$ cat config.mk
export PLATFORM = sky130hd
export DESIGN_NAME = lsu_mem_master
export DESIGN_NICKNAME = d
export VERILOG_FILES = /design/src/rtl/lsu_mem_master.sv
export SDC_FILE = /design/constraint.sdc
export NUM_CORES = 1
export LEC_CHECK = 0
export ABC_AREA = 1
export CAP_MARGIN = 15
export CORE_UTILIZATION = 50
export DETAILED_ROUTE_END_ITERATION = 8
export PLACE_DENSITY = 0.82
export SLEW_MARGIN = 5
export SYNTH_ARGS = -nofsm -noshare
export SYNTH_HDL_FRONTEND = slang
export SYNTH_SLANG_ARGS = --single-unit
$ cat constraint.sdc
create_clock -name clk -period 7 [get_ports clk]
set_input_delay 1.4 -clock clk [delete_from_list [all_inputs] [get_ports clk]]
set_output_delay 1.4 -clock clk [all_outputs]
set_load 0.05 [all_outputs]
$ cat src/rtl/lsu_mem_master.sv
// RV32I load/store initiator for a word-addressed data memory.
// Sequences aligned reads, whole-word writes and read-modify-write for SB/SH.
module lsu_mem_master #(
    parameter int unsigned MEM_WORDS = 1024
) (
    input  logic        clk,
    input  logic        rst,
    input  logic        req_valid,
    output logic        req_ready,
    input  logic        req_we,
    input  logic [2:0]  req_funct3,
    input  logic [31:0] req_addr,
    input  logic [31:0] req_wdata,
    output logic        resp_valid,
    input  logic        resp_ready,
    output logic [31:0] resp_rdata,
    output logic        resp_err,
    output logic        mem_WE,
    output logic [31:0] mem_A,
    output logic [31:0] mem_WD,
    input  logic [31:0] mem_RD
);

    typedef enum logic [1:0] {IDLE, READ, WRITE, RESP} state_t;

    localparam logic [31:0] MEM_LIM = 32'(MEM_WORDS);

    state_t      state_q, state_d;
    logic [31:0] addr_q, addr_d;
    logic [31:0] wdata_q, wdata_d;
    logic [31:0] buf_q, buf_d;
    logic [31:0] rdata_q, rdata_d;
    logic [2:0]  f3_q, f3_d;
    logic        we_q, we_d;
    logic        err_q, err_d;
    logic        rdy_q;

    logic        accept;
    logic        f3_ok;
    logic        misal;
    logic        oor;
    logic        bad;
    logic [31:0] rd_sh_b;
    logic [31:0] rd_sh_h;
    logic [31:0] ld_ext;
    logic [31:0] wd_merge;

    assign req_ready = rdy_q && (state_q == IDLE);
    assign accept    = req_valid && req_ready;

    always_comb begin
        f3_ok = 1'b0;
        if (req_we) begin
            case (req_funct3)
                3'b000, 3'b001, 3'b010: f3_ok = 1'b1;
                default:                f3_ok = 1'b0;
            endcase
        end else begin
            case (req_funct3)
                3'b000, 3'b001, 3'b010,
                3'b100, 3'b101:         f3_ok = 1'b1;
                default:                f3_ok = 1'b0;
            endcase
        end
    end

    assign misal = ((req_funct3[1:0] == 2'b01) && req_addr[0]) ||
                   ((req_funct3[1:0] == 2'b10) && (req_addr[1:0] != 2'b00));
    assign oor   = {2'b00, req_addr[31:2]} >= MEM_LIM;
    assign bad   = !f3_ok || misal || oor;

    assign rd_sh_b = mem_RD >> {addr_q[1:0], 3'b000};
    assign rd_sh_h = mem_RD >> {addr_q[1], 4'b0000};

    always_comb begin
        case (f3_q)
            3'b000:  ld_ext = {{24{rd_sh_b[7]}}, rd_sh_b[7:0]};
            3'b001:  ld_ext = {{16{rd_sh_h[15]}}, rd_sh_h[15:0]};
            3'b100:  ld_ext = {24'h0, rd_sh_b[7:0]};
            3'b101:  ld_ext = {16'h0, rd_sh_h[15:0]};
            default: ld_ext = mem_RD;
        endcase
    end

    // Sub-word stores overlay the lane onto the word captured in READ.
    always_comb begin
        wd_merge = buf_q;
        case (f3_q[1:0])
            2'b00:   wd_merge[{addr_q[1:0], 3'b000} +: 8]  = wdata_q[7:0];
            2'b01:   wd_merge[{addr_q[1], 4'b0000} +: 16] = wdata_q[15:0];
            default: wd_merge = wdata_q;
        endcase
    end

    always_comb begin
        state_d = state_q;
        addr_d  = addr_q;
        wdata_d = wdata_q;
        buf_d   = buf_q;
        rdata_d = rdata_q;
        f3_d    = f3_q;
        we_d    = we_q;
        err_d   = err_q;
        case (state_q)
            IDLE: begin
                if (accept) begin
                    addr_d  = req_addr;
                    wdata_d = req_wdata;
                    f3_d    = req_funct3;
                    we_d    = req_we;
                    rdata_d = 32'h0;
                    err_d   = bad;
                    if (bad) begin
                        state_d = RESP;
                    end else if (req_we && (req_funct3 == 3'b010)) begin
                        state_d = WRITE;
                    end else begin
                        state_d = READ;
                    end
                end
            end
            READ: begin
                if (we_q) begin
                    buf_d   = mem_RD;
                    state_d = WRITE;
                end else begin
                    rdata_d = ld_ext;
                    state_d = RESP;
                end
            end
            WRITE: state_d = RESP;
            RESP: begin
                if (resp_ready) begin
                    state_d = IDLE;
                end
            end
            default: state_d = IDLE;
        endcase
    end

    always_ff @(posedge clk or negedge rst) begin
        if (!rst) begin
            state_q <= IDLE;
            addr_q  <= 32'h0;
            wdata_q <= 32'h0;
            buf_q   <= 32'h0;
            rdata_q <= 32'h0;
            f3_q    <= 3'b000;
            we_q    <= 1'b0;
            err_q   <= 1'b0;
            rdy_q   <= 1'b0;
        end else begin
            state_q <= state_d;
            addr_q  <= addr_d;
            wdata_q <= wdata_d;
            buf_q   <= buf_d;
            rdata_q <= rdata_d;
            f3_q    <= f3_d;
            we_q    <= we_d;
            err_q   <= err_d;
            rdy_q   <= 1'b1;
        end
    end

    assign mem_WE     = (state_q == WRITE);
    assign mem_A      = ((state_q == READ) || (state_q == WRITE)) ?
                        {2'b00, addr_q[31:2]} : 32'h0;
    assign mem_WD     = (state_q == WRITE) ? wd_merge : 32'h0;
    assign resp_valid = (state_q == RESP);
    assign resp_rdata = (state_q == RESP) ? rdata_q : 32'h0;
    assign resp_err   = (state_q == RESP) && err_q;

endmodule
# After elaboration in Yosys (flattened, before gate mapping)
# Index checks and enable logic that the tools add are counted.
# totals
reg_bits	136
inputBits	104
output_inout_bits	100
# classes
addsub	2
n_lt_le_gt_ge	1
n_eq_ne	16
shift	6
mux	19
reduce_logical	23
# op_table
op	count
32-bit 2-to-1 mux	4
32-bit one-hot mux with 2 select lines	2
32-bit one-hot mux with 4 select lines	1
32-bit bitwise mux	2
16-bit by 7-bit variable shift with 32-bit output, first input constant	1
8-bit by 7-bit variable shift with 32-bit output, first input constant	1
16-bit by 7-bit indexed part select with 32-bit output	1
8-bit by 7-bit indexed part select with 32-bit output	1
32-bit by 5-bit >> shifter with 16-bit output	1
32-bit by 5-bit >> shifter with 8-bit output	1
30-bit by 11-bit greater-or-equal comparator with 1-bit output, second input constant	1
30-bit 2-to-1 mux	1
5-bit negation with 7-bit output	2
3-bit equality test, second input constant	4
2-bit 2-to-1 mux	4
2-bit one-hot mux with 4 select lines	1
2-bit by 1-bit equality test with 1-bit output, second input constant	3
2-bit equality test, second input constant	3
3-bit by 1-bit equality test with 1-bit output, second input constant	2
1-bit logical AND	6
3-bit logical NOT	2
2-bit AND reduction	3
5-bit OR reduction	1
2-bit logical NOT	2
9 further kinds	17

# Logic depth before layout (Yosys ltp)
# Gate-level depths: netlist (run 1).
# logic_depth
ltp_word	10
ltp_mapped	10

# Worst setup path after synthesis (run 1)
# OpenSTA, ideal clock, no wires.
# synth_timing
kind	reg-to-output
from	reg addr_q[1]
to	out mem_WD[14]
arrival_ns	2.464
path_slack_ns	3.136
stages_incl_launch_ff	9
path_buffers	2
cell_sequence	dfrtp_1 inv_2 clkbuf_1 ha_1 clkbuf_1 nand2_1 o22ai_1 nand2_1 a31oi_1
# synth_between
elab_chain_len	5
# synth_lines
element	line_no	source
start: declaration	29	logic [31:0] addr_q, addr_d;
start signal: assignment	154	addr_q <= addr_d;
5-bit negation with 7-bit output (on tied branches)	90, 89	
16-bit by 7-bit indexed part select with 32-bit output, or another cell as far along	90	2'b01: wd_merge[{addr_q[1], 4'b0000} +: 16] = wdata_q[15:0];
32-bit bitwise mux (on tied branches)	90, 89	
32-bit one-hot mux with 2 select lines *	88	case (f3_q[1:0])
32-bit 2-to-1 mux *	168	assign mem_WD = (state_q == WRITE) ? wd_merge : 32'h0;
end: declaration	20	output logic [31:0] mem_WD,
# Every way passes the cells marked *; elsewhere a longest branch is shown, timed or not.

# Worst setup path in the final report (run 1)
# layout_timing
from	reg addr_q[1]
to	out mem_WD[11]
# The elaborated chain is that of the path after synthesis.

==> impl_metrics.csv, run 1 <==
group,metric,value,unit
sta,finClkSkew,0.00524,ns
logic_synthesis,proportion_of_register_bits_with_asynchronous_set_or_reset_after_synthesis,1.00,
logic_synthesis,synth-edff-count,0,
setup_path,crit_path_top_delay_cell,"sky130_fd_sc_hd__dfrtp_1",
worst_hold_path,hold_class,"register to register",
logic_synthesis,ys_types,31,
setup_path,critical_path_peak_fanout,37,
flow_run,drv_cap,0,
die,fp.coreArea,14800,sq um
pwr,leakage,5.43,nW
logic_synthesis,syn_area_per_cell,6.83,sq um
pwr,power_per_cell_area,520,nW/um^2
placement,dp_hpwl,16.0,mm
route,routed-via-count,8047,
worst_hold_path,timing.hold.worst.start,"wdata_q[19]",
setup_path,worstSetupEndpointType,"output pin",
die,dieHeight,126,microns
logic_synthesis,main_area_contributors_after_synthesis,"sky130_fd_sc_hd__dfrtp_1 (44%), sky130_fd_sc_hd__nand2_1 (23%), sky130_fd_sc_hd__inv_1 (7.3%), sky130_fd_sc_hd__a21oi_1 (5.9%), sky130_fd_sc_hd__o21ai_0 (5.8%)",
die,die_area,15900,sq um
clocking,cts.sinks,136,
setup_path,crit_path_cell_trace,"inv_2, ha_1, inv_1, nand3_1, o22ai_1, nand2_1, a21oi_1, clkdlybuf4s50_1",
die,floorplan.rows,44,
die,die_w,126,microns
sta,layout_worst_path_cycle_share,0.788,
sta,hold_viol_final,0,
logic_synthesis,netlist_instances,1125,
sta,setup_repair_after_global_routing_missed_its_margin,"false",
setup_path,worst-r2r-setup-slack,3.77,ns
route,finalWirelength,23.5,mm
logic_synthesis,synthMostInstantiatedCell,"sky130_fd_sc_hd__nand2_1",
clocking,cts.root.buffer_cell,"sky130_fd_sc_hd__clkbuf_16",
setup_path,crit-reg2reg-capture,"rdata_q[16]",
logic_synthesis,synthesis.area,7680,sq um
clocking,clock_tree_from_tritoncts,"yes",
clocking,cts_made_buffers,17,
clocking,cts_max_level,4,
setup_path,cp.arrival,4.11,ns
clocking,clk_path_buf_depth,2,
global_routing,first_global_vias,7597,
clocking,cts.repair_timing.setup_buffer_count,0,
die,io_pins,204,
sta,max_freq,181,MHz
route,route.detailed.drc,0,
placement,postPlaceCellArea,9710,sq um
global_routing,antenna_found_initial,0,
final_layout,finish.net_count,1406,
final_layout,n_fill_cell,1234,
logic_synthesis,yosys-top-cells-count,"sky130_fd_sc_hd__nand2_1 (478), sky130_fd_sc_hd__inv_1 (150), sky130_fd_sc_hd__dfrtp_1 (136)",
outcome,status,"finished, final reports clean",
logic_synthesis,synth_top_cell_by_area,"sky130_fd_sc_hd__dfrtp_1",
logic_synthesis,synth.yosys.seq_area_share,0.443,
setup_path,critical_path.reg2reg.startpoint,"state_q[0]",
sta,min_period,5.51,ns
worst_hold_path,holdPathStages,2,
global_routing,overflow,0,
setup_path,r2r.worst_path.cells,9,
sta,transition_at_the_pin_with_the_smallest_max_transition_slack,1.06,ns
die,floorplan.initialDensity,0.521,
sta,report.final.slew_viol_count,0,
final_layout,final_layout_size_suffix_gt1_frac,0.0413,
placement,port-buffer-count,201,
global_routing,grt_pass1_wl,37.5,mm
final_layout,postLayoutCellArea,10400,sq um
final_layout,insertedDiodeCount,0,
sta,relSlewSlack,0.295,
sta,tns,0,ns
setup_path,critical_path_required,5.60,ns
logic_synthesis,dominantRegCellSynth,"sky130_fd_sc_hd__dfrtp_1",
route,avgViaCountPerCell,5.40,
route,detail-route-antenna-nets,0,
route,detail_route.wl_per_cell,15.8,microns
clocking,cts-hold-fix-buffers,0,
logic_synthesis,synth.ff_latch_count,136,
final_layout,synthToLayoutAreaGrowth,35.0,%
global_routing,grt_start_max_net_pins,93,
global_routing,grt_util_all_layers,0.301,
setup_path,cp-start-kind,"register",
clocking,clk_pin_slew_worst_setup_hold_paths,0.06,ns
clocking,clock_insertion_delay_worst_skew,0.43,ns
logic_synthesis,synth_largest_type_area_fraction,0.443,
setup_path,critical_path_class,"register to output pin",
setup_path,slowest_delay,0.85,ns
sta,report.final.setup_viol,0,
pwr,vdd.ir_drop.worst,0.359,mV
worst_hold_path,hold-path-endpoint,"wdata_q[19]",
route,first_iter_violations,811,
route,drtPass1Iterations,6,
final_layout,layout.core_utilization,0.703,
logic_synthesis,yosys_warnings,0,
clocking,postCtsResizedCells,0,
placement,gpl.final_weighted_congestion,0.948,
cells in the final DEF (no fill, tap or decap), types with 2 or more instances in the layout:
cell                              synthesis  routed
sky130_fd_sc_hd__a21oi_1                 91      91
sky130_fd_sc_hd__a22oi_1                  7       7
sky130_fd_sc_hd__a31oi_1                 18      18
sky130_fd_sc_hd__buf_4                    3       5
sky130_fd_sc_hd__bufinv_16                0       3
sky130_fd_sc_hd__clkbuf_16                0      17
sky130_fd_sc_hd__clkbuf_8                 0       5
sky130_fd_sc_hd__clkdlybuf4s50_1          0     200
sky130_fd_sc_hd__clkinv_2                 0       2
sky130_fd_sc_hd__clkinvlp_4               0       3
sky130_fd_sc_hd__conb_1                   2       3
sky130_fd_sc_hd__dfrtp_1                136     136
sky130_fd_sc_hd__ha_1                     9       9
sky130_fd_sc_hd__inv_1                  150     150
sky130_fd_sc_hd__inv_2                    5       5
sky130_fd_sc_hd__inv_6                    1       2
sky130_fd_sc_hd__nand2_1                478     478
sky130_fd_sc_hd__nand3_1                 16      16
sky130_fd_sc_hd__nand3_2                  2       2
sky130_fd_sc_hd__nor2_1                  29      29
sky130_fd_sc_hd__nor3_1                   2       2
sky130_fd_sc_hd__o211ai_1                 3       3
sky130_fd_sc_hd__o21ai_0                 89      89
sky130_fd_sc_hd__o21ai_1                  4       4
sky130_fd_sc_hd__o22ai_1                 16      16
stage by stage:
step	power [mW]	hold slack, ns	worst slack, ns	std cells
detailed placement	4.36	0.465	2.14	1457
floorplan	3.47	0.449	3.14	1126
finish	5.40	0.480	1.49	1490
global route	5.72	0.498	1.25	1490
CTS	5.34	0.481	1.59	1489
global placement	4.31	0.462	2.22	1457
critical path: cells and delay by family, from the launching register on:
kind	cells	cell delay [ns]
AND/OR/NAND/NOR	2	0.30
buffers and inverters	3	1.74
adder cells (fa/ha/maj)	1	0.34
AO/OA/AOI/OAI	2	0.45
flip-flops	1	0.85
metal layers:
layer  global-route usage  vias to the layer above  part of all wire
li1                     -                     3842                 -
met1                0.379                     3708              0.40
met2                0.484                      414              0.47
met3               0.0837                       83              0.10
met4                0.136                        0             0.038
met5                    0                        -                 0
kinds of logic (layout without fill, tap and decap cells):
kind of cell,Yosys count,after routing,share of synthesized area
and+or+nand+nor,532,532,0.269
AOI/OAI and AO/OA,230,230,0.161
buffers and inverters,216,396,0.111
DFF,136,136,0.443
adders and majority gates,9,9,0.0147
other,2,3,0.000977
layout make-up:
class | count | area (sq um) | share of cell area
repair buffers | 207 | 2080 | 0.200
clock inverters | 10 | 140 | 0.0135
flip-flops and latches | 136 | 3400 | 0.328
well taps | 184 | 230 | 0.0222
clock buffers | 22 | 494 | 0.0477
inverters | 157 | 594 | 0.0573
multi-input cells | 774 | 3430 | 0.331
sequential cells by signal, indices dropped and copies added, names as in the netlist:
name,count
addr_q,32
buf_q,32
err_q,1
f3_q,3
rdata_q,32
rdy_q,1
state_q,2
wdata_q,32
we_q,1
where the power goes:
part           internal (mW)  total (mW)  switching, mW
combinational          0.939        3.00           2.06
sequential              1.13        1.44          0.312
clock                  0.608       0.957          0.349
how the worst max path moves through the flow:
stage                     startpoint         end  slack, ns  depth (start not counted)
final                      addr_q[1]  mem_WD[11]       1.49                          8
after floorplan            addr_q[1]  mem_WD[14]       3.14                          8
after CTS                  addr_q[1]  mem_WD[11]       1.59                          8
after global routing       addr_q[1]  mem_WD[11]       1.25                          8
after detailed placement   addr_q[1]  mem_WD[14]       2.14                          8
after global placement     addr_q[1]  mem_WD[14]       2.22                          8
No activity file was read; power rests on OpenSTA's default activity.
==> run 2, diff against run 1 <==
--- a/config.mk
+++ b/config.mk
@@ -7,9 +7,9 @@
 export LEC_CHECK = 0
 export ABC_AREA = 1
 export CAP_MARGIN = 15
-export CORE_UTILIZATION = 50
+export CORE_UTILIZATION = 49
 export DETAILED_ROUTE_END_ITERATION = 8
-export PLACE_DENSITY = 0.82
+export PLACE_DENSITY = 0.81
 export SLEW_MARGIN = 5
 export SYNTH_ARGS = -nofsm -noshare
 export SYNTH_HDL_FRONTEND = slang
==> constraint.sdc (replaced) <==
create_clock -name clk -period 5.3 [get_ports clk]
set_input_delay 1.06 -clock clk [delete_from_list [all_inputs] [get_ports clk]]
set_output_delay 1.06 -clock clk [all_outputs]
set_load 0.05 [all_outputs]
==> run 2 against run 1 <==
Compared with the run above:
- critical path depth is the same
- final cell count grew 1.9%
- sequential share of layout area shrank 0.11 points
- core utilization shrank 2.1 points
- global-route usage shrank 0.27 points
- routed wire length grew 1.6%
- final area grew 0.34%
- sequential cell count is the same
- non-clock buffer count grew 2
- largest cell class unchanged
- largest power group unchanged
- highest routed layer unchanged
==> impl_metrics.csv, run 2 (synthesized netlist as in run 1, its figures left out) <==
group,metric,value,unit
global_routing,first_global_vias,7362,
pwr,vdd.ir_drop.worst,0.491,mV
pwr,design_power_total,7.14,mW
setup_path,crit-reg2reg-capture,"f3_q[2]",
setup_path,critical_path_required,4.24,ns
setup_path,crit_path_top_delay_cell,"sky130_fd_sc_hd__clkdlybuf4s50_1",
setup_path,worst-r2r-setup-slack,2.46,ns
route,finalWirelength,23.9,mm
setup_path,critPathBufInv,3,
placement,dp_hpwl,16.6,mm
placement,gpl.final_weighted_congestion,0.926,
clocking,cts_max_level,4,
worst_hold_path,hold_class,"register to register",
setup_path,cp_depth,8,
setup_path,r2r.worst_path.cells,6,
clocking,clock_insertion_delay_worst_skew,0.43,ns
die,fp.coreArea,15300,sq um
setup_path,slowest_delay,0.87,ns
final_layout,layout.core_utilization,0.682,
pwr,seqPwrFrac,0.262,
clocking,cts.repair_timing.setup_buffer_count,0,
die,die_area,16200,sq um
final_layout,final_layout_size_suffix_gt1_frac,0.0406,
final_layout,layout_common_cells,"sky130_fd_sc_hd__nand2_1 (478), sky130_fd_sc_hd__clkdlybuf4s50_1 (200), sky130_fd_sc_hd__inv_1 (150)",
pwr,comb_power_share,0.560,
setup_path,cp.arrival,3.55,ns
global_routing,antenna_found_initial,0,
die,dieHeight,127,microns
setup_path,critical_path.reg2reg.startpoint,"state_q[0]",
clocking,cts-hold-fix-buffers,0,
die,floorplan.initialDensity,0.504,
placement,port-buffer-count,201,
sta,report.final.slew_viol_count,0,
sta,hold_viol_final,0,
clocking,cts.sinks,136,
sta,tns,0,ns
sta,layout_worst_path_cycle_share,0.870,
route,first_iter_violations,860,
pwr,cell_internal_pwr,3.53,mW
pwr,power.share.switching,0.505,
placement,pre_cts_slack,1.29,ns
setup_path,crit_start,"addr_q[0]",
die,floorplan.rows,45,
clocking,clk_pin_slew_worst_setup_hold_paths,0.06,ns
final_layout,synthToLayoutAreaGrowth,35.4,%
route,avgViaCountPerCell,5.29,
setup_path,critical_path_peak_fanout,16,
setup_path,timing.critical_path.max_delay_family,"buffers and inverters",
sta,min_period,4.61,ns
final_layout,number_of_cells_in_the_finished_layout_apart_from_fillers,1519,
global_routing,overflow,0,
clocking,postCtsResizedCells,0,
flow_run,drv_cap,0,
die,die_w,127,microns
clocking,clock_tree_from_tritoncts,"yes",
sta,timing.final.ws_setup,0.690,ns
sta,setup_repair_after_global_routing_missed_its_margin,"false",
route,routed-via-count,8038,
placement,place.detailed.instances,1486,
outcome,status,"finished, final reports clean",
setup_path,worstSetupEndpointType,"output pin",
route,drtPass1Iterations,5,
sta,max_freq,217,MHz
route,detail_route.wl_per_cell,15.7,microns
global_routing,grt_util_all_layers,0.298,
global_routing,grt_start_max_net_pins,102,
setup_path,cp-start-kind,"register",
sta,finClkSkew,0.00985,ns
route,route.detailed.drc,0,
clocking,cts_made_buffers,17,
setup_path,crit_path_cell_trace,"inv_1, ha_1, inv_1, nand3_1, o22ai_1, nand2_1, a31oi_1, clkdlybuf4s50_1",
sta,relSlewSlack,0.279,
sta,report.final.setup_viol,0,
sta,transition_at_the_pin_with_the_smallest_max_transition_slack,1.08,ns
setup_path,setup.worst_path.end,"mem_WD[30]",
global_routing,grt_pass1_wl,37.1,mm
pwr,power_per_cell_area,686,nW/um^2
final_layout,mostFrequentLayoutCell,"sky130_fd_sc_hd__nand2_1",
pwr,leakage,5.43,nW
clocking,clk_path_buf_depth,2,
die,io_pins,204,
pwr,p_clk_frac,0.178,
clocking,cts.root.buffer_cell,"sky130_fd_sc_hd__clkbuf_16",
setup_path,cp_common_cell,"sky130_fd_sc_hd__inv_1",
final_layout,finish.net_count,1408,
setup_path,critical_path_class,"register to output pin",
route,detail-route-antenna-nets,0,
pwr,power.net_switching,3.61,mW
## run 2: worst reg2reg max path, delay by kind of cell (launching register included)
family                     cells  cell delay, ns
buffers and inverters          2            1.12
and+or+nand+nor                2            0.78
DFF                            1            0.41
AOI/OAI and AO/OA              1            0.13
adders and majority gates      1            0.30
## run 2: per-stage QoR
stage | cell area, sq um | hold WS (ns)
4_1_cts | 10400 | 0.482
3_3_place_gp | 9760 | 0.462
5_1_grt | 10400 | 0.498
3_5_place_dp | 9760 | 0.466
6_report | 10400 | 0.475
2_1_floorplan | 7690 | 0.449
## run 2: final cells by class
cell class | instances | area [sq um]
tap | 211 | 264
multi-input combinational | 774 | 3430
timing repair buffer | 209 | 2090
clock buffer | 20 | 447
sequential | 136 | 3400
inverter | 157 | 594
clock inverter | 11 | 171
fill | 1304 | 4850
antenna | 1 | 2.50
## run 2: how the worst min path moves through the flow
stage / start / to / cells after the start
global route: wdata_q[27] / wdata_q[27] / 2
CTS: rdata_q[26] / rdata_q[26] / 2
finish: addr_q[6] / addr_q[6] / 2
detailed placement: addr_q[25] / addr_q[25] / 2
floorplan: addr_q[10] / addr_q[10] / 2
global placement: rdata_q[23] / rdata_q[23] / 2
## run 2: power by group through the flow
stage          sequential (mW)  combinational (mW)  clock, mW
6_report                  1.87                4.00       1.27
3_3_place_gp              1.85                3.86          0
5_1_grt                   1.92                4.32       1.32
2_1_floorplan             1.72                2.87          0
3_5_place_dp              1.86                3.93          0
4_1_cts                   1.86                3.96       1.27
## run 2: metal layers
metal  track usage  routed length (microns)  share of wire
met3        0.0863                     2340          0.098
met5             0                        0              0
met4         0.127                      780          0.033
met1         0.366                     9350           0.39
met2         0.493                    11400           0.48
